==> src/rtl/alu_pkg.sv <==
`default_nettype none
// +--------------------------------------------------------------------+
// | Module      : alu_pkg                                              |
// | Description : Shared constants for the bit-serial ALU sequencer:   |
// |               operation codes, FSM states and cell op selects.     |
// | Revision    : 1.0  initial release                                 |
// +--------------------------------------------------------------------+
package alu_pkg;

  // Operation codes presented on alu_ctl
  localparam logic [3:0] CTL_AND = 4'b0000;
  localparam logic [3:0] CTL_OR  = 4'b0001;
  localparam logic [3:0] CTL_ADD = 4'b0010;
  localparam logic [3:0] CTL_SUB = 4'b0110;
  localparam logic [3:0] CTL_SLT = 4'b0111;
  localparam logic [3:0] CTL_NOR = 4'b1100;

  // Sequencer states
  localparam logic [1:0] S_IDLE = 2'd0;
  localparam logic [1:0] S_RUN  = 2'd1;
  localparam logic [1:0] S_DONE = 2'd2;

  // 1-bit cell output select
  localparam logic [1:0] OP_AND  = 2'b00;
  localparam logic [1:0] OP_OR   = 2'b01;
  localparam logic [1:0] OP_ADD  = 2'b10;
  localparam logic [1:0] OP_LESS = 2'b11;

endpackage
`default_nettype wire

==> src/rtl/alu_cell.sv <==
`default_nettype none
// +--------------------------------------------------------------------+
// | Module      : alu_cell                                             |
// | Description : 1-bit ALU slice with operand inversion, full adder   |
// |               and AND/OR/sum/less output select.                   |
// | Revision    : 1.0  initial release                                 |
// +--------------------------------------------------------------------+
module alu_cell
  import alu_pkg::*;
(
  input  logic       a,
  input  logic       b,
  input  logic       a_invert,
  input  logic       b_invert,
  input  logic       ci,
  input  logic       less,
  input  logic [1:0] op,
  output logic       result,
  output logic       co
);

  logic w_a;
  logic w_b;
  logic w_sum;

  assign w_a   = a ^ a_invert;
  assign w_b   = b ^ b_invert;
  assign w_sum = w_a ^ w_b ^ ci;
  assign co    = (w_a & w_b) | (w_a & ci) | (w_b & ci);

  // Select the slice output according to op
  always_comb begin
    result = 1'b0;
    case (op)
      OP_AND:  result = w_a & w_b;
      OP_OR:   result = w_a | w_b;
      OP_ADD:  result = w_sum;
      default: result = less;
    endcase
  end

endmodule
`default_nettype wire

==> src/rtl/alu_ctl_decode.sv <==
`default_nettype none
// +--------------------------------------------------------------------+
// | Module      : alu_ctl_decode                                       |
// | Description : Combinational map from alu_ctl to cell controls and  |
// |               operation class flags.                               |
// | Revision    : 1.0  initial release                                 |
// +--------------------------------------------------------------------+
module alu_ctl_decode
  import alu_pkg::*;
(
  input  logic [3:0] alu_ctl,
  output logic       a_invert,
  output logic       b_invert,
  output logic       carry_init,
  output logic [1:0] op,
  output logic       is_arith,
  output logic       is_slt,
  output logic       illegal
);

  // Illegal codes fall back to op=AND with no inversion; the output is discarded
  always_comb begin
    a_invert   = 1'b0;
    b_invert   = 1'b0;
    carry_init = 1'b0;
    op         = OP_AND;
    is_arith   = 1'b0;
    is_slt     = 1'b0;
    illegal    = 1'b0;
    case (alu_ctl)
      CTL_AND: op = OP_AND;
      CTL_OR:  op = OP_OR;
      CTL_ADD: begin
        op       = OP_ADD;
        is_arith = 1'b1;
      end
      CTL_SUB: begin
        b_invert   = 1'b1;
        carry_init = 1'b1;
        op         = OP_ADD;
        is_arith   = 1'b1;
      end
      CTL_SLT: begin
        b_invert   = 1'b1;
        carry_init = 1'b1;
        op         = OP_ADD;
        is_slt     = 1'b1;
      end
      CTL_NOR: begin
        a_invert = 1'b1;
        b_invert = 1'b1;
        op       = OP_AND;
      end
      default: illegal = 1'b1;
    endcase
  end

endmodule
`default_nettype wire

==> src/rtl/alu_serial_ctrl.sv <==
`default_nettype none
// +--------------------------------------------------------------------+
// | Module      : alu_serial_ctrl                                      |
// | Description : Bit-serial ALU sequencer; runs one 1-bit cell for    |
// |               WIDTH cycles per operation, LSB first, with SLT      |
// |               fix-up and zero/overflow/illegal status.             |
// | Revision    : 1.0  initial release                                 |
// +--------------------------------------------------------------------+
module alu_serial_ctrl
  import alu_pkg::*;
#(
  parameter int WIDTH = 32,
  parameter int CW    = $clog2(WIDTH)
)(
  input  logic             clk,
  input  logic             rst,
  input  logic             start,
  input  logic [3:0]       alu_ctl,
  input  logic [WIDTH-1:0] a,
  input  logic [WIDTH-1:0] b,
  output logic             busy,
  output logic             done,
  output logic [WIDTH-1:0] result,
  output logic             zero,
  output logic             overflow,
  output logic             illegal
);

  logic [1:0]       state_q,    state_d;
  logic [WIDTH-1:0] a_sh_q,     a_sh_d;
  logic [WIDTH-1:0] b_sh_q,     b_sh_d;
  logic [3:0]       ctl_q,      ctl_d;
  logic             carry_q,    carry_d;
  logic [CW-1:0]    cnt_q,      cnt_d;
  logic [WIDTH-1:0] res_sh_q,   res_sh_d;
  logic             busy_q,     busy_d;
  logic             done_q,     done_d;
  logic [WIDTH-1:0] result_q,   result_d;
  logic             zero_q,     zero_d;
  logic             overflow_q, overflow_d;
  logic             illegal_q,  illegal_d;

  logic [3:0]       w_dec_ctl;
  logic             w_a_invert;
  logic             w_b_invert;
  logic             w_carry_init;
  logic [1:0]       w_op;
  logic             w_is_arith;
  logic             w_is_slt;
  logic             w_illegal;
  logic             w_cell_res;
  logic             w_cell_co;
  logic             w_last;
  logic [WIDTH-1:0] w_sum_bits;
  logic             w_ov_raw;
  logic [WIDTH-1:0] w_final_res;
  logic             w_final_ov;

  // In IDLE the incoming code is decoded (for carry init); afterwards the latched one
  assign w_dec_ctl = (state_q == S_IDLE) ? alu_ctl : ctl_q;

  alu_ctl_decode u_decode (
    .alu_ctl    (w_dec_ctl),
    .a_invert   (w_a_invert),
    .b_invert   (w_b_invert),
    .carry_init (w_carry_init),
    .op         (w_op),
    .is_arith   (w_is_arith),
    .is_slt     (w_is_slt),
    .illegal    (w_illegal)
  );

  alu_cell u_cell (
    .a        (a_sh_q[0]),
    .b        (b_sh_q[0]),
    .a_invert (w_a_invert),
    .b_invert (w_b_invert),
    .ci       (carry_q),
    .less     (1'b0),
    .op       (w_op),
    .result   (w_cell_res),
    .co       (w_cell_co)
  );

  // On the final bit, carry_q is the carry into the MSB and w_cell_co the carry out
  assign w_last     = (cnt_q == CW'(WIDTH - 1));
  assign w_sum_bits = {w_cell_res, res_sh_q[WIDTH-1:1]};
  assign w_ov_raw   = carry_q ^ w_cell_co;

  // Final result and overflow, applied while leaving RUN so outputs are registered in DONE
  always_comb begin
    w_final_res = w_sum_bits;
    w_final_ov  = 1'b0;
    if (w_illegal) begin
      w_final_res = '0;
    end else if (w_is_slt) begin
      // Sign of the true difference: sum MSB corrected by the overflow flag
      w_final_res = {{(WIDTH-1){1'b0}}, w_cell_res ^ w_ov_raw};
    end else if (w_is_arith) begin
      w_final_ov = w_ov_raw;
    end
  end

  // Next-state and datapath sequencing
  always_comb begin
    state_d    = state_q;
    a_sh_d     = a_sh_q;
    b_sh_d     = b_sh_q;
    ctl_d      = ctl_q;
    carry_d    = carry_q;
    cnt_d      = cnt_q;
    res_sh_d   = res_sh_q;
    busy_d     = busy_q;
    done_d     = 1'b0;
    result_d   = result_q;
    zero_d     = zero_q;
    overflow_d = overflow_q;
    illegal_d  = illegal_q;
    case (state_q)
      S_IDLE: begin
        if (start) begin
          a_sh_d   = a;
          b_sh_d   = b;
          ctl_d    = alu_ctl;
          carry_d  = w_carry_init;
          cnt_d    = '0;
          res_sh_d = '0;
          busy_d   = 1'b1;
          state_d  = S_RUN;
        end
      end
      S_RUN: begin
        res_sh_d = w_sum_bits;
        a_sh_d   = a_sh_q >> 1;
        b_sh_d   = b_sh_q >> 1;
        carry_d  = w_cell_co;
        cnt_d    = cnt_q + CW'(1);
        if (w_last) begin
          done_d     = 1'b1;
          result_d   = w_final_res;
          zero_d     = (w_final_res == '0);
          overflow_d = w_final_ov;
          illegal_d  = w_illegal;
          state_d    = S_DONE;
        end
      end
      S_DONE: begin
        busy_d  = 1'b0;
        state_d = S_IDLE;
      end
      default: begin
        busy_d  = 1'b0;
        state_d = S_IDLE;
      end
    endcase
  end

  // State registers with asynchronous reset; reset aborts any run in progress
  always_ff @(posedge clk or posedge rst) begin
    if (rst) begin
      state_q    <= S_IDLE;
      a_sh_q     <= '0;
      b_sh_q     <= '0;
      ctl_q      <= '0;
      carry_q    <= 1'b0;
      cnt_q      <= '0;
      res_sh_q   <= '0;
      busy_q     <= 1'b0;
      done_q     <= 1'b0;
      result_q   <= '0;
      zero_q     <= 1'b0;
      overflow_q <= 1'b0;
      illegal_q  <= 1'b0;
    end else begin
      state_q    <= state_d;
      a_sh_q     <= a_sh_d;
      b_sh_q     <= b_sh_d;
      ctl_q      <= ctl_d;
      carry_q    <= carry_d;
      cnt_q      <= cnt_d;
      res_sh_q   <= res_sh_d;
      busy_q     <= busy_d;
      done_q     <= done_d;
      result_q   <= result_d;
      zero_q     <= zero_d;
      overflow_q <= overflow_d;
      illegal_q  <= illegal_d;
    end
  end

  assign busy     = busy_q;
  assign done     = done_q;
  assign result   = result_q;
  assign zero     = zero_q;
  assign overflow = overflow_q;
  assign illegal  = illegal_q;

endmodule
`default_nettype wire

==> config.mk <==
export PLATFORM = sky130hd
export DESIGN_NAME = alu_serial_ctrl
export DESIGN_NICKNAME = d
export VERILOG_FILES = /design/src/rtl/alu_pkg.sv /design/src/rtl/alu_cell.sv /design/src/rtl/alu_ctl_decode.sv /design/src/rtl/alu_serial_ctrl.sv
export SDC_FILE = /design/constraint.sdc
export NUM_CORES = 1
export LEC_CHECK = 0
export BUFFER_PORTS_ARGS = -buffer_cell sky130_fd_sc_hd__buf_2
export CAP_MARGIN = 40
export CELL_PAD_IN_SITES_DETAIL_PLACEMENT = 1
export CELL_PAD_IN_SITES_GLOBAL_PLACEMENT = 1
export CORE_ASPECT_RATIO = 0.8
export CORE_UTILIZATION = 38
export DETAILED_ROUTE_END_ITERATION = 8
export GPL_ROUTABILITY_DRIVEN = 0
export PLACE_DENSITY = 0.86
export SYNTH_ARGS = -nofsm -noshare
export SYNTH_HDL_FRONTEND = slang
export SYNTH_SLANG_ARGS = --single-unit
==> constraint.sdc <==
create_clock -name clk -period 4.3 [get_ports clk]
set_input_delay 0.43 -clock clk [delete_from_list [all_inputs] [get_ports clk]]
set_output_delay 0.43 -clock clk [all_outputs]
set_load 0.02 [all_outputs]
---- Yosys cells after proc, flatten, opt, wreduce, memory -nomap -nowiden ----
Cells that the tools add are included.
storage, ports and cells
  word-level logic and storage cells ...... 84
  output and inout bits ................... 37
  flip-flop bits (word level) ............. 145
cells by class
  $add $sub $neg .......................... 1
  eq/ne operators ......................... 11
  mux-type cells .......................... 31
  reductions and logical operators ........ 15
  bitwise operators ....................... 13
operator list
  kind                                            number
  case mux 32 bit (2 select lines)                3
  2-to-1 mux 32 bit                               5
  zero test 32 bit                                1
  2-to-1 mux 1 bit                                13
  case mux 5 bit (2 select lines)                 1
  AND reduction 2 bit                             5
  == test 4 x 3 -> 1 bit (second input constant)  2
  case mux 2 bit (2 select lines)                 2
  OR reduction 3 bit                              2
  OR reduction 6 bit                              1
  XOR 1 bit                                       6
  adder 5 x 1 -> 5 bit (second input constant)    1
  == test 5 bit (second input constant)           1
  2-to-1 mux 5 bit                                1
  == test 2 x 1 -> 1 bit (second input constant)  2
  == test 4 x 1 -> 1 bit (second input constant)  1
  == test 4 x 2 -> 1 bit (second input constant)  1
  == test 4 bit (second input constant)           1
  zero test 2 bit                                 2
  zero test 4 bit                                 1
  2-to-1 mux 2 bit                                2
  2-to-1 mux 4 bit                                1
  != test 2 bit (second input constant)           2
  case mux 1 bit (2 select lines)                 2
  7 further kinds                                 12

---- Logic depth before layout (Yosys ltp) ----
Gate-level depths: netlist of the first run.
  depth in word-level cells ............... 14
  mapped depth ............................ 14

---- Hierarchy ----
A second synthesis of the first run with hierarchy kept.
unflattened totals
  cells, all modules ...................... 651
  area total of the unflattened synthesis .. 6082.1 µm²
modules (own cells, without submodules)
  module           cells each  times used  seq. area each (µm²)  area each (µm²)
  alu_serial_ctrl  631         1           3603.5                5910.7
  alu_cell         9           1           0.0                   96.3
  alu_ctl_decode   11          1           0.0                   75.1

---- Worst setup path before layout of the first run ----
Ideal clock, no wire load.
  path type ............................... register to register
  start point ............................. register state_q[1]
  end point ............................... register zero_q (netlist: zero)
  setup time .............................. 0.122 ns
  slack ................................... 1.467 ns
  data required time ...................... 4.178 ns
  cell stages (with the launch flop) ...... 14
  arrival time ............................ 2.711 ns
  clock period less this slack ............ 2.833 ns
  cells stage by stage .................... dfrtp_1 > buf_6 > nor2_1 > mux2_2 > o21a_1 > nor2_1 > xor2_1 > inv_1 > fa_1 > inv_1 > mux2i_1 > xnor2_1 > mux2i_1 > a2bb2oi_2
between the ends
  word-level cells in the longest chain between the ends .. 14
  elaborated cells between the ends (all ways) .. 36
RTL lines
  item                                                     RTL line                        text
  from (decl)                                              alu_serial_ctrl.sv:29           logic [1:0] state_q, state_d;
  from (signal assigned)                                   alu_serial_ctrl.sv:175          state_q <= state_d;
  zero test 2 bit                                          alu_serial_ctrl.sv:60           assign w_dec_ctl = (state_q == S_IDLE) ? alu_ctl : ctl_q;
  2-to-1 mux 4 bit                                         alu_serial_ctrl.sv:60
  == test 4 x 3 -> 1 bit or == test 4 bit (tied branches)  alu_ctl_decode.sv:30            case (alu_ctl)
  OR reduction 3 bit (no line)                             --
  2-to-1 mux 1 bit                                         alu_ctl_decode.sv:30
  XOR 1 bit                                                alu_cell.sv:27                  assign w_b = b ^ b_invert;
  bitwise AND 1 bit                                        alu_cell.sv:29, alu_cell.sv:35
  bitwise OR 1 bit (2 in series)                           alu_cell.sv:29                  assign co = (w_a & w_b) | (w_a & ci) | (w_b & ci);
  XOR 1 bit                                                alu_serial_ctrl.sv:88           assign w_ov_raw = carry_q ^ w_cell_co;
  XOR 1 bit                                                alu_serial_ctrl.sv:98           w_final_res = {{(WIDTH-1){1'b0}}, w_cell_res ^ w_ov_raw};
  2-to-1 mux 32 bit                                        alu_serial_ctrl.sv:96           end else if (w_is_slt) begin
  2-to-1 mux 32 bit                                        alu_serial_ctrl.sv:94           if (w_illegal) begin
  zero test 32 bit                                         alu_serial_ctrl.sv:141          zero_d = (w_final_res == '0);
  to (signal assigned)                                     alu_serial_ctrl.sv:185          zero_q <= zero_d;
  to (decl)                                                alu_serial_ctrl.sv:39           logic zero_q, zero_d;
Parallel ways exist; a longest one is shown, timed or not.
A chain may end at the register's enable or synchronous reset.

---- Final worst setup path of the first run ----
  start point ............................. register state_q[0]
  end point ............................... register zero_q (netlist: zero)
The elaborated chain is that of the path after synthesis.

==> results.yml, run 1 <==
timing:
  layout_worst_path_cycle_share_pct: 76.9
  fmax_mhz: 302
  fin_worst_skew_ns: 0.0112
  fin_setup_tns_ns: 0
  rsz0062_at_grt: "false"
  hold_viol_final: 0
  final.setup.worst_slack_ns: 0.991
  worst-slew-pin-transition_ns: 0.809
  worst_slew_margin_rel_pct: 46.1
  period_minus_slack_ns: 3.31
  total_count_of_max_transition_violations_in_the_final_report: 0
  setup_viol: 0
clock_tree:
  cts.root.buffer_cell: "sky130_fd_sc_hd__clkbuf_16"
  tritoncts.num_buffers: 17
  clock_tree.buffer_depth: 2
  post_cts_hold_buffer_count: 0
  post_cts_buffers: 0
  cts.clk_slew.worst_paths_ns: 0.06
  cts-htree-levels: 4
  clkSinkCount: 144
  tritoncts: "built"
  clk-insertion-delay-late_ns: 0.42
  cts-resized-gates: 0
critical_path:
  worstSetupEndpointType: "flip-flop"
  critical_path.startpoint_type: "flip-flop"
  worst-r2r-cell-count: 12
  reg2reg_setup_slack_ns: 0.99
  cp.arrival_ns: 3.65
  rr_startpoint: "state_q[0]"
  crit_type: "reg2reg"
  crit_start: "state_q[0]"
  timing.critical_path.required_ns: 4.64
  critical_path.reg2reg.endpoint: "zero"
  crit_fanout: 8
die:
  ios: 108
  floorplan.rows: 41
  die_width_um: 145
  core-area_mm2: 0.0159
  die_height_um: 116
  start_util_pct: 39.0
  floorplan.die_area_mm2: 0.0168
yosys:
  syn_std_cell_area_mm2: 0.00618
  ys.warnings.count: 0
  synth_cell_types: 41
  syn-instance-count: 680
  synth_area_per_cell_um2: 9.08
  ys_dominant_reg_cell: "sky130_fd_sc_hd__dfrtp_1"
  synth_enable_flop_cells: 0
  synth-seq-area-share_pct: 58.3
  synth.net_count: 756
  ys_async_sr_fraction_pct: 100
  synth_seq_cells: 144
layout:
  post_route_cells_drive_above_1_share_pct: 20.7
  design_area_mm2: 0.00754
  fin_nets: 847
  layout.filler_cells: 1858
  area_growth_syn_to_layout_pct: 22.0
  layoutNonFillerInstCount: 999
  n_antenna_cell: 0
placed_design:
  pre_cts_slack_ns: 1.11
  io_buffer_count: 107
  post_dp_cell_area_mm2: 0.00691
  placed_cells: 967
  dp_hpwl_mm: 11.0
pwr:
  p_leak_nw: 3.43
  cellPowerDensity_mw_per_mm2: 830
  switch_pwr_mw: 2.42
  net_sw_share_pct: 38.7
  power_share_of_the_combinational_group_pct: 36.1
  clkPwrFrac_pct: 24.8
  ir_drop_uv: 346
  sequentialPowerShare_pct: 39.0
  cellInternalPower_mw: 3.84
min_path:
  min-delay-path-class: "in2async"
global_route:
  gr-total-overflow: 0
  grt_start_max_net_pins: 82
  track_usage_pct: 22.1
  via_count_of_the_first_global_routing_pass: 5613
  wire_length_of_the_first_global_routing_pass_mm: 28.2
  grt_antenna_before_repair: 0
detailed_routing:
  drtIter0Drc: 216
  routed_via_density: 5.18
  drt-wirelength-per-cell_um: 17.2
  total_via_count_in_the_routed_design: 5170
  post-route-drc-count: 0
  drt_pass_1_iters: 4
  route.antenna.remaining_nets: 0
  totalWireLength_mm: 17.2
outcome:
  run_status: "finished clean"
flow_run:
  cap_violations: 0
-- worst max-delay path by stage --
stage / to / slack [ns] / cells after the start
finish: zero / 0.99 / 12
global route: result[0] / 0.75 / 12
CTS: zero / 1.02 / 12
detailed placement: zero / 1.11 / 12
global placement: zero / 1.26 / 12
floorplan: a_sh_q[0] / 0.004 / 1
-- critical path, cell delays in order, from the launching register on --
cell and delay (ns):
sky130_fd_sc_hd__dfrtp_1 0.48, sky130_fd_sc_hd__nor2_1 0.39, sky130_fd_sc_hd__mux2_2 0.45, sky130_fd_sc_hd__o21a_1 0.20, sky130_fd_sc_hd__nor2_1 0.12, sky130_fd_sc_hd__xor2_1 0.21
sky130_fd_sc_hd__inv_1 0.11, sky130_fd_sc_hd__fa_1 0.53, sky130_fd_sc_hd__inv_1 0.04, sky130_fd_sc_hd__mux2i_1 0.20, sky130_fd_sc_hd__mux2_2 0.24, sky130_fd_sc_hd__nand4_1 0.10
sky130_fd_sc_hd__a2bb2oi_2 0.15
-- layout by cell type, fill, tap and decap left out, types with 2 or more instances in the layout --
cell type                    netlist  layout
sky130_fd_sc_hd__buf_2             4     107
sky130_fd_sc_hd__clkbuf_16         0      17
sky130_fd_sc_hd__nand2b_1          3       2
sky130_fd_sc_hd__a21oi_1           4       4
sky130_fd_sc_hd__nand2_1         150     148
sky130_fd_sc_hd__mux2_2            2       2
sky130_fd_sc_hd__nor3_1            3       3
sky130_fd_sc_hd__inv_1             8       7
sky130_fd_sc_hd__bufinv_16         0       3
sky130_fd_sc_hd__nor4_1            8       8
sky130_fd_sc_hd__nand3_1           8       8
sky130_fd_sc_hd__xor2_1            3       3
sky130_fd_sc_hd__o22ai_1          62      62
sky130_fd_sc_hd__xnor2_1           3       3
sky130_fd_sc_hd__clkbuf_8          0       5
sky130_fd_sc_hd__ha_1              4       4
sky130_fd_sc_hd__nor4b_1           2       2
sky130_fd_sc_hd__clkbuf_1         34       2
sky130_fd_sc_hd__o21ai_0          69      69
sky130_fd_sc_hd__o21ai_1           3       3
sky130_fd_sc_hd__nand2_2           1       3
sky130_fd_sc_hd__o31ai_1           2       2
sky130_fd_sc_hd__nor3_4            2       2
sky130_fd_sc_hd__mux2i_1           3       3
sky130_fd_sc_hd__nand4_1           3       3
sky130_fd_sc_hd__buf_4             0       9
sky130_fd_sc_hd__clkinvlp_4        0       3
sky130_fd_sc_hd__nor2_1          132     132
sky130_fd_sc_hd__dfrtp_1         144     144
sky130_fd_sc_hd__o21a_1            2       2
-- logic make-up after synthesis --
group	synth area share, %
compound gates	13.8
simple gates	21.1
fa+ha+maj	1.13
xor+xnor	0.851
buf+inv	3.61
mux	1.22
flops	58.3
-- layer usage --
metal / GRT usage (%) / routed length [um] / part of all wire, % / vias to the layer above
li1: - / - / - / 2463
met1: 28.6 / 7890 / 46 / 2591
met2: 36.0 / 8350 / 49 / 90
met3: 5.00 / 549 / 3.2 / 26
met4: 8.70 / 367 / 2.1 / 0
met5: 0 / 0 / 0 / -
-- cell type report --
class / instances / area, um^2 / area share [%]
multi-input combinational: 482 / 2370 / 31.4
sequential: 144 / 3600 / 47.8
inverter: 9 / 38.8 / 0.515
clock buffer: 24 / 502 / 6.66
clock inverter: 8 / 126 / 1.68
timing repair buffer: 117 / 631 / 8.37
tap: 215 / 269 / 3.57
-- stage by stage --
step	total power, mW	hold WS (ns)	utilization, %
5_1_grt	6.73	0.209	47.5
2_1_floorplan	3.94	0.449	-
4_1_cts	6.32	0.170	47.5
6_report	6.26	0.146	47.5
3_5_place_dp	4.70	0.465	43.6
3_3_place_gp	4.48	0.460	43.4
-- power by group through the flow --
| stage | Sequential (mW) | Combinational [mW] | Clock, mW |
|---|---|---|---|
| 2_1_floorplan | 2.51 | 1.43 | 0 |
| 3_3_place_gp | 2.42 | 2.07 | 0 |
| 3_5_place_dp | 2.45 | 2.24 | 0 |
| 4_1_cts | 2.45 | 2.29 | 1.58 |
| 5_1_grt | 2.53 | 2.56 | 1.64 |
| 6_report | 2.44 | 2.26 | 1.55 |
-- flip-flops by register name, summed over array words and instances (netlist names) --
| name | count |
|---|---|
| zero | 1 |
| result | 32 |
| res_sh_q | 31 |
| carry_q | 1 |
| cnt_q | 5 |
| ctl_q | 4 |
| state_q | 2 |
| busy | 1 |
| a_sh_q | 32 |
| overflow | 1 |
| done | 1 |
| illegal | 1 |
| b_sh_q | 32 |
-- synth_stat cells, types with 2 or more instances --
cell / instances / share of area [%]
sky130_fd_sc_hd__nor4_1: 8 / 0.81
sky130_fd_sc_hd__mux2_2: 2 / 0.36
sky130_fd_sc_hd__mux2i_1: 3 / 0.49
sky130_fd_sc_hd__a21oi_1: 4 / 0.32
sky130_fd_sc_hd__o21a_1: 2 / 0.24
sky130_fd_sc_hd__o22ai_1: 62 / 6.3
sky130_fd_sc_hd__clkbuf_1: 34 / 2.1
sky130_fd_sc_hd__nor4b_1: 2 / 0.28
sky130_fd_sc_hd__nor2_1: 132 / 8.0
sky130_fd_sc_hd__buf_6: 2 / 0.36
sky130_fd_sc_hd__dfrtp_1: 144 / 58
sky130_fd_sc_hd__buf_1: 5 / 0.30
sky130_fd_sc_hd__nor3_1: 3 / 0.24
sky130_fd_sc_hd__ha_1: 4 / 0.81
sky130_fd_sc_hd__nand4_1: 3 / 0.30
sky130_fd_sc_hd__inv_1: 8 / 0.49
sky130_fd_sc_hd__nand2b_1: 3 / 0.30
sky130_fd_sc_hd__nand2_1: 150 / 9.1
sky130_fd_sc_hd__nor3_4: 2 / 0.53
sky130_fd_sc_hd__o31ai_1: 2 / 0.24
sky130_fd_sc_hd__o21ai_1: 3 / 0.24
sky130_fd_sc_hd__o21ai_0: 69 / 5.6
sky130_fd_sc_hd__xnor2_1: 3 / 0.43
sky130_fd_sc_hd__xor2_1: 3 / 0.43
sky130_fd_sc_hd__buf_2: 4 / 0.32
sky130_fd_sc_hd__nand3_1: 8 / 0.65
Note: power is estimated with default switching activity, not from simulation.
==> inputs of run 2 (changes only) <==
Settings changed: ABC_AREA set to 1.
Clock period 4.3 ns to 2.78 ns, I/O delays scaled along.
==> results.yml, run 2 <==
outcome:
  run_status: "finished clean"
yosys:
  ys.warnings.count: 0
  synth_seq_cells: 144
  yosys.area.top_type: "sky130_fd_sc_hd__dfrtp_1"
  syn_std_cell_area_mm2: 0.00633
  synthTopCellsByArea: "sky130_fd_sc_hd__dfrtp_1 (57%), sky130_fd_sc_hd__o22ai_1 (9.2%), sky130_fd_sc_hd__inv_1 (7.0%)"
  synth_top_cell_area_share_pct: 56.9
  synth.net_count: 768
  synth_mux_area_share_pct: 0
  syn-instance-count: 692
  simple_logic_cell_fraction_of_the_synthesized_area_pct: 11.2
  synth_xor_xnor_area_share_pct: 0.553
  synth_cell_types: 32
  ys_top_cells_by_count: "sky130_fd_sc_hd__dfrtp_1 (144), sky130_fd_sc_hd__inv_1 (118), sky130_fd_sc_hd__nand2_1 (94)"
  ys_async_sr_fraction_pct: 100
  main_combinational_cell_family_by_area_after_synthesis: "compound AO/OA/AOI/OAI gates"
  synth_enable_flop_cells: 0
  synth-seq-area-share_pct: 56.9
  yosys.cell_count.top_type: "sky130_fd_sc_hd__dfrtp_1"
  synth_area_per_cell_um2: 9.15
  synth-compound-area-share_pct: 19.7
  synthAdderAreaFrac_pct: 1.11
  ys_dominant_reg_cell: "sky130_fd_sc_hd__dfrtp_1"
timing:
  setup_viol: 0
  worst_slew_margin_rel_pct: 48.1
  fmax_mhz: 384
  fin_setup_tns_ns: 0
  final.setup.worst_slack_ns: 0.177
  period_minus_slack_ns: 2.60
  fin_worst_skew_ns: 0.0115
  layout_worst_path_cycle_share_pct: 93.6
  worst-slew-pin-transition_ns: 0.779
  hold_viol_final: 0
  total_count_of_max_transition_violations_in_the_final_report: 0
clock_tree:
  cts-htree-levels: 4
  clk-insertion-delay-late_ns: 0.42
  tritoncts.num_buffers: 17
  clock_tree.buffer_depth: 2
  tritoncts: "built"
  clkSinkCount: 144
  cts.clk_slew.worst_paths_ns: 0.06
  cts.root.buffer_cell: "sky130_fd_sc_hd__clkbuf_16"
critical_path:
  worstSetupEndpointType: "flip-flop"
  critical_path.startpoint_type: "flip-flop"
  timing.critical_path.required_ns: 3.14
  worstPathBufferInverterCount: 3
  cp_slowest_stage_delay_ns: 0.50
  cp_cell_sequence: "nor2_4 > buf_4 > nand2_1 > o21ai_2 > nor2_1 > nand2_2 > nand2_1 > xor2_1 > inv_1 > fa_1 > inv_1 > nand2_1 > nand3_2 > nand2_1 > nand2_1 > nor2_1 > nand3_1 > nand2_1"
  crit_type: "reg2reg"
  timing.critical_path.slowest_stage_cell: "sky130_fd_sc_hd__fa_1"
  cp.arrival_ns: 2.96
  path_common_cell: "sky130_fd_sc_hd__nand2_1"
  crit_path_max_delay_family: "simple AND/OR/NAND/NOR gates"
  crit_fanout: 5
detailed_routing:
  route.antenna.remaining_nets: 0
  post-route-drc-count: 0
  drtIter0Drc: 263
  totalWireLength_mm: 16.2
  drt-wirelength-per-cell_um: 15.8
  total_via_count_in_the_routed_design: 5144
  routed_via_density: 5.01
  drt_pass_1_iters: 4
die:
  ios: 108
  floorplan.rows: 41
  start_util_pct: 39.5
  floorplan.die_area_mm2: 0.0172
  die_width_um: 146
  die_height_um: 117
  core-area_mm2: 0.0160
layout:
  post_route_cells_drive_above_1_share_pct: 23.1
  layoutNonFillerInstCount: 1027
  fin_util_pct: 48.4
  design_area_mm2: 0.00775
  fin_nets: 874
  most_common_cell_after_layout_fill_and_taps_aside: "sky130_fd_sc_hd__dfrtp_1"
  most-common-layout-cells: "sky130_fd_sc_hd__dfrtp_1 (143), sky130_fd_sc_hd__inv_1 (116), sky130_fd_sc_hd__buf_2 (107), sky130_fd_sc_hd__o22ai_1 (93), sky130_fd_sc_hd__nand2_1 (92)"
  area_growth_syn_to_layout_pct: 22.4
global_route:
  gr-total-overflow: 0
  track_usage_pct: 20.3
  via_count_of_the_first_global_routing_pass: 5625
  grt_start_max_net_pins: 98
  wire_length_of_the_first_global_routing_pass_mm: 27.9
  grt_antenna_before_repair: 3
pwr:
  p_leak_nw: 3.98
  cellPowerDensity_mw_per_mm2: 1280
  ir_drop_uv: 518
placed_design:
  io_buffer_count: 107
  pre_cts_slack_ns: -0.0438
  post_dp_cell_area_mm2: 0.00708
  dp_hpwl_mm: 10.5
  placed_cells: 985
min_path:
  min-delay-path-class: "in2async"
flow_run:
  cap_violations: 0
==> run 2: cell count changes in the layout (fill, tap and decap cells not counted), moves of 6 or more <==
| cell | before | now |
|---|---|---|
| sky130_fd_sc_hd__a21oi_1 | 4 | 64 |
| sky130_fd_sc_hd__buf_4 | 9 | 19 |
| sky130_fd_sc_hd__inv_1 | 7 | 116 |
| sky130_fd_sc_hd__inv_2 | 0 | 6 |
| sky130_fd_sc_hd__nand2_1 | 148 | 92 |
| sky130_fd_sc_hd__nand3_1 | 8 | 16 |
| sky130_fd_sc_hd__nor2_1 | 132 | 36 |
| sky130_fd_sc_hd__nor4_1 | 8 | 0 |
| sky130_fd_sc_hd__o21ai_0 | 69 | 23 |
| sky130_fd_sc_hd__o22ai_1 | 62 | 93 |
| sky130_fd_sc_hd__o31ai_1 | 2 | 16 |
==> run 2: final timing paths <==
kind / startpoint / cells past startpoint / slack (ns) / to
hold reg to reg: result[18] / 2 / 0.47 / result[18]
setup reg to reg: state_q[0] / 18 / 0.18 / zero
setup / recovery: state_q[0] / 18 / 0.18 / zero
max in group asynchronous: rst / 3 / 2.28 / a_sh_q[24]
hold / removal: rst / 3 / 0.02 / b_sh_q[0]
min in group clk: a[31] / 2 / 0.11 / a_sh_q[31]
==> run 2: area by class of cell <==
type / instances / area (um^2)
sequential: 144 / 3600
fill: 1895 / 8260
clock buffer: 20 / 447
antenna: 1 / 2.50
inverter: 123 / 465
tap: 215 / 269
timing repair buffer: 129 / 746
clock inverter: 12 / 135
multi-input combinational: 383 / 2080
==> run 2: tightest hold or removal path, stage by stage <==
cell                         delay, ns
sky130_fd_sc_hd__buf_2            0.11
sky130_fd_sc_hd__clkinvlp_4       0.08
sky130_fd_sc_hd__buf_12           0.40
==> run 2: repair_timing <==
action / CTS / global route
setup endpoints to repair: 2 / 4
gates resized for setup: 0 / 4
setup buffers: 2 / 7
pin swaps: 1 / 2
hold endpoints to repair: 0 / 0
cloned: 0 / 0
hold buffers: 0 / 0
==> run 2: report_power, final <==
part / switching, mW / internal, mW / total (mW)
logic: 2.68 / 1.52 / 4.20
registers: 0.476 / 2.98 / 3.46
clock network: 0.916 / 1.35 / 2.27
==> run 2: metrics by stage <==
step / hold slack (ns) / power (mW)
after floorplan: 0.440 / 6.42
after global placement: 0.460 / 7.21
after detailed placement: 0.462 / 7.53
after CTS: 0.0507 / 9.89
after global routing: 0.0564 / 10.8
final: 0.0213 / 9.92
==> run 2: per-layer routing <==
layer | share of wire (%) | vias to the layer above | GRT usage, %
met5 | 0.080 | - | 0
met4 | 0.48 | 2 | 4.49
met1 | 47 | 2532 | 26.8
li1 | - | 2512 | -
met3 | 5.6 | 10 | 6.93
met2 | 47 | 88 | 32.1
==> run 2: logic make-up after synthesis <==
logic type / count (synthesis)
compound gates: 211
buf+inv: 165
simple gates: 163
flops: 144
fa+ha+maj: 5
xor+xnor: 4
==> inputs of run 3 (changes only) <==
Settings changed: BUFFER_PORTS_ARGS -buffer_cell sky130_fd_sc_hd__buf_2 to -buffer_cell sky130_fd_sc_hd__clkbuf_2.
==> results.yml, run 3 (synthesized netlist as in run 2, its figures left out) <==
clock_tree:
  clkSinkCount: 144
  clk-insertion-delay-late_ns: 0.43
  cts-htree-levels: 4
  cts.clk_slew.worst_paths_ns: 0.06
  clock_tree.buffer_depth: 2
  cts.root.buffer_cell: "sky130_fd_sc_hd__clkbuf_16"
  tritoncts: "built"
  post_cts_hold_buffer_count: 0
  tritoncts.num_buffers: 17
global_route:
  gr-total-overflow: 0
  grt_start_max_net_pins: 145
  via_count_of_the_first_global_routing_pass: 5501
  wire_length_of_the_first_global_routing_pass_mm: 28.8
  grt_antenna_before_repair: 0
  track_usage_pct: 21.1
timing:
  hold-worst-slack_ns: -0.0149
  worst-slew-pin-transition_ns: 0.912
  fmax_mhz: 380
  hold_viol_final: 5
  total_count_of_max_transition_violations_in_the_final_report: 0
  layout_worst_path_cycle_share_pct: 94.5
  fin_worst_skew_ns: 0.0136
  setup_viol: 0
  worst_slew_margin_rel_pct: 39.2
  period_minus_slack_ns: 2.63
die:
  die_width_um: 146
  floorplan.rows: 41
  start_util_pct: 39.5
  floorplan.die_area_mm2: 0.0172
  ios: 108
  die_height_um: 117
  core-area_mm2: 0.0160
critical_path:
  critical_path.startpoint_type: "flip-flop"
  rr_startpoint: "state_q[0]"
  worst-r2r-cell-count: 16
  crit_start: "state_q[0]"
  critical_path.reg2reg.endpoint: "result[0]"
  crit_type: "reg2reg"
  cp.arrival_ns: 2.92
  crit_fanout: 5
  reg2reg_setup_slack_ns: 0.15
  worstSetupEndpointType: "flip-flop"
  timing.critical_path.required_ns: 3.07
layout:
  area_growth_syn_to_layout_pct: 22.9
  regArea_mm2: 0.00361
  post_route_cells_drive_above_1_share_pct: 23.9
  fin_util_pct: 48.6
  area_of_the_multi_input_gates_mm2: 0.00212
  n_antenna_cell: 0
  most_common_cell_after_layout_fill_and_taps_aside: "sky130_fd_sc_hd__dfrtp_1"
  layoutNonFillerInstCount: 1024
  layout.filler_cells: 1896
  most-common-layout-cells: "sky130_fd_sc_hd__dfrtp_1 (142), sky130_fd_sc_hd__inv_1 (115), sky130_fd_sc_hd__clkbuf_2 (107), sky130_fd_sc_hd__o22ai_1 (93), sky130_fd_sc_hd__nand2_1 (89)"
  fin_nets: 872
detailed_routing:
  totalWireLength_mm: 16.8
  routed_via_density: 5.12
  post-route-drc-count: 0
  total_via_count_in_the_routed_design: 5243
  route.antenna.remaining_nets: 0
  drt-wirelength-per-cell_um: 16.4
  drtIter0Drc: 232
  drt_pass_1_iters: 4
pwr:
  p_leak_nw: 3.99
  clkPwrFrac_pct: 23.2
  cellInternalPower_mw: 5.85
  net_sw_share_pct: 41.8
  ir_drop_uv: 540
  switch_pwr_mw: 4.20
  power_share_of_the_combinational_group_pct: 42.2
  sequentialPowerShare_pct: 34.6
  cellPowerDensity_mw_per_mm2: 1290
outcome:
  run_status: "finished, violations left"
  failed_checks: "negative hold slack"
placed_design:
  dp_hpwl_mm: 10.4
  io_buffer_count: 107
  placed_cells: 984
flow_run:
  cap_violations: 0
min_path:
  min-delay-path-class: "in2async"
-- run 3: cell types whose count changed in the layout (fill, tap and decap cells not counted), sizes merged --
| cell | before | now |
|---|---|---|
| inv | 124 | 126 |
| clkinvlp | 5 | 6 |
| nor2 | 40 | 41 |
| clkbuf | 20 | 126 |
| clkinv | 4 | 2 |
| buf | 129 | 19 |
| diode | 1 | 0 |
-- run 3: power by group through the flow --
stage | Clock (mW) | Sequential, mW | Combinational, mW
CTS | 2.39 | 3.48 | 4.15
global placement | 0 | 3.44 | 3.78
floorplan | 0 | 3.55 | 2.87
detailed placement | 0 | 3.49 | 4.06
global route | 2.48 | 3.59 | 4.79
finish | 2.34 | 3.48 | 4.24
-- run 3: worst max-delay path by stage --
stage	slack (ns)	to	depth (start not counted)
2_1_floorplan	0.38	zero	17
3_3_place_gp	0.12	result[0]	16
3_5_place_dp	-0.08	result[0]	16
4_1_cts	0.005	zero	18
5_1_grt	-0.06	zero	17
6_report	0.15	result[0]	16
-- run 3: through the flow --
stage               power [mW]  setup slack [ns]  cell area, um^2  setup TNS [ns]
floorplan                 6.42             0.383             6330               0
global placement          7.22             0.117             7030               0
detailed placement        7.55           -0.0839             7080          -0.141
CTS                       10.0           0.00452             7710               0
global route              10.9           -0.0551             7780         -0.0891
finish                    10.0             0.152             7780               0
-- run 3: layer usage --
metal,track usage (%),share of wire [%],up-vias
met5,0,0,-
met4,7.03,1.4,0
met1,28.0,46,2606
met2,32.7,47,111
li1,-,-,2505
met3,6.50,5.9,21
-- run 3: timing repair --
item                                    4_1_cts  5_1_grt
gates resized for setup                       1       13
pin swaps                                     1        3
setup buffers                                 3        4
endpoints found under the setup margin        3        5
gates cloned                                  1        0
-- run 3: critical path: stages, from the launching register on --
cell	delay, ns
sky130_fd_sc_hd__dfrtp_2	0.45
sky130_fd_sc_hd__nor2_4	0.17
sky130_fd_sc_hd__buf_4	0.14
sky130_fd_sc_hd__o21ai_2	0.08
sky130_fd_sc_hd__nor2_4	0.11
sky130_fd_sc_hd__nand2_2	0.12
sky130_fd_sc_hd__nand2_2	0.11
sky130_fd_sc_hd__xor2_2	0.16
sky130_fd_sc_hd__inv_1	0.10
sky130_fd_sc_hd__fa_1	0.50
sky130_fd_sc_hd__inv_1	0.04
sky130_fd_sc_hd__nand2_1	0.09
sky130_fd_sc_hd__nand3_2	0.11
sky130_fd_sc_hd__nand2_1	0.08
sky130_fd_sc_hd__nand3_1	0.07
sky130_fd_sc_hd__nand2_1	0.09
sky130_fd_sc_hd__o21ai_0	0.09
-- run 3: cell type report --
cell class,instances,area share (%)
clock inverter,13,1.99
inverter,123,5.98
multi-input combinational,384,27.2
sequential,144,46.3
timing repair buffer,126,9.30
clock buffer,19,5.69
tap,215,3.46
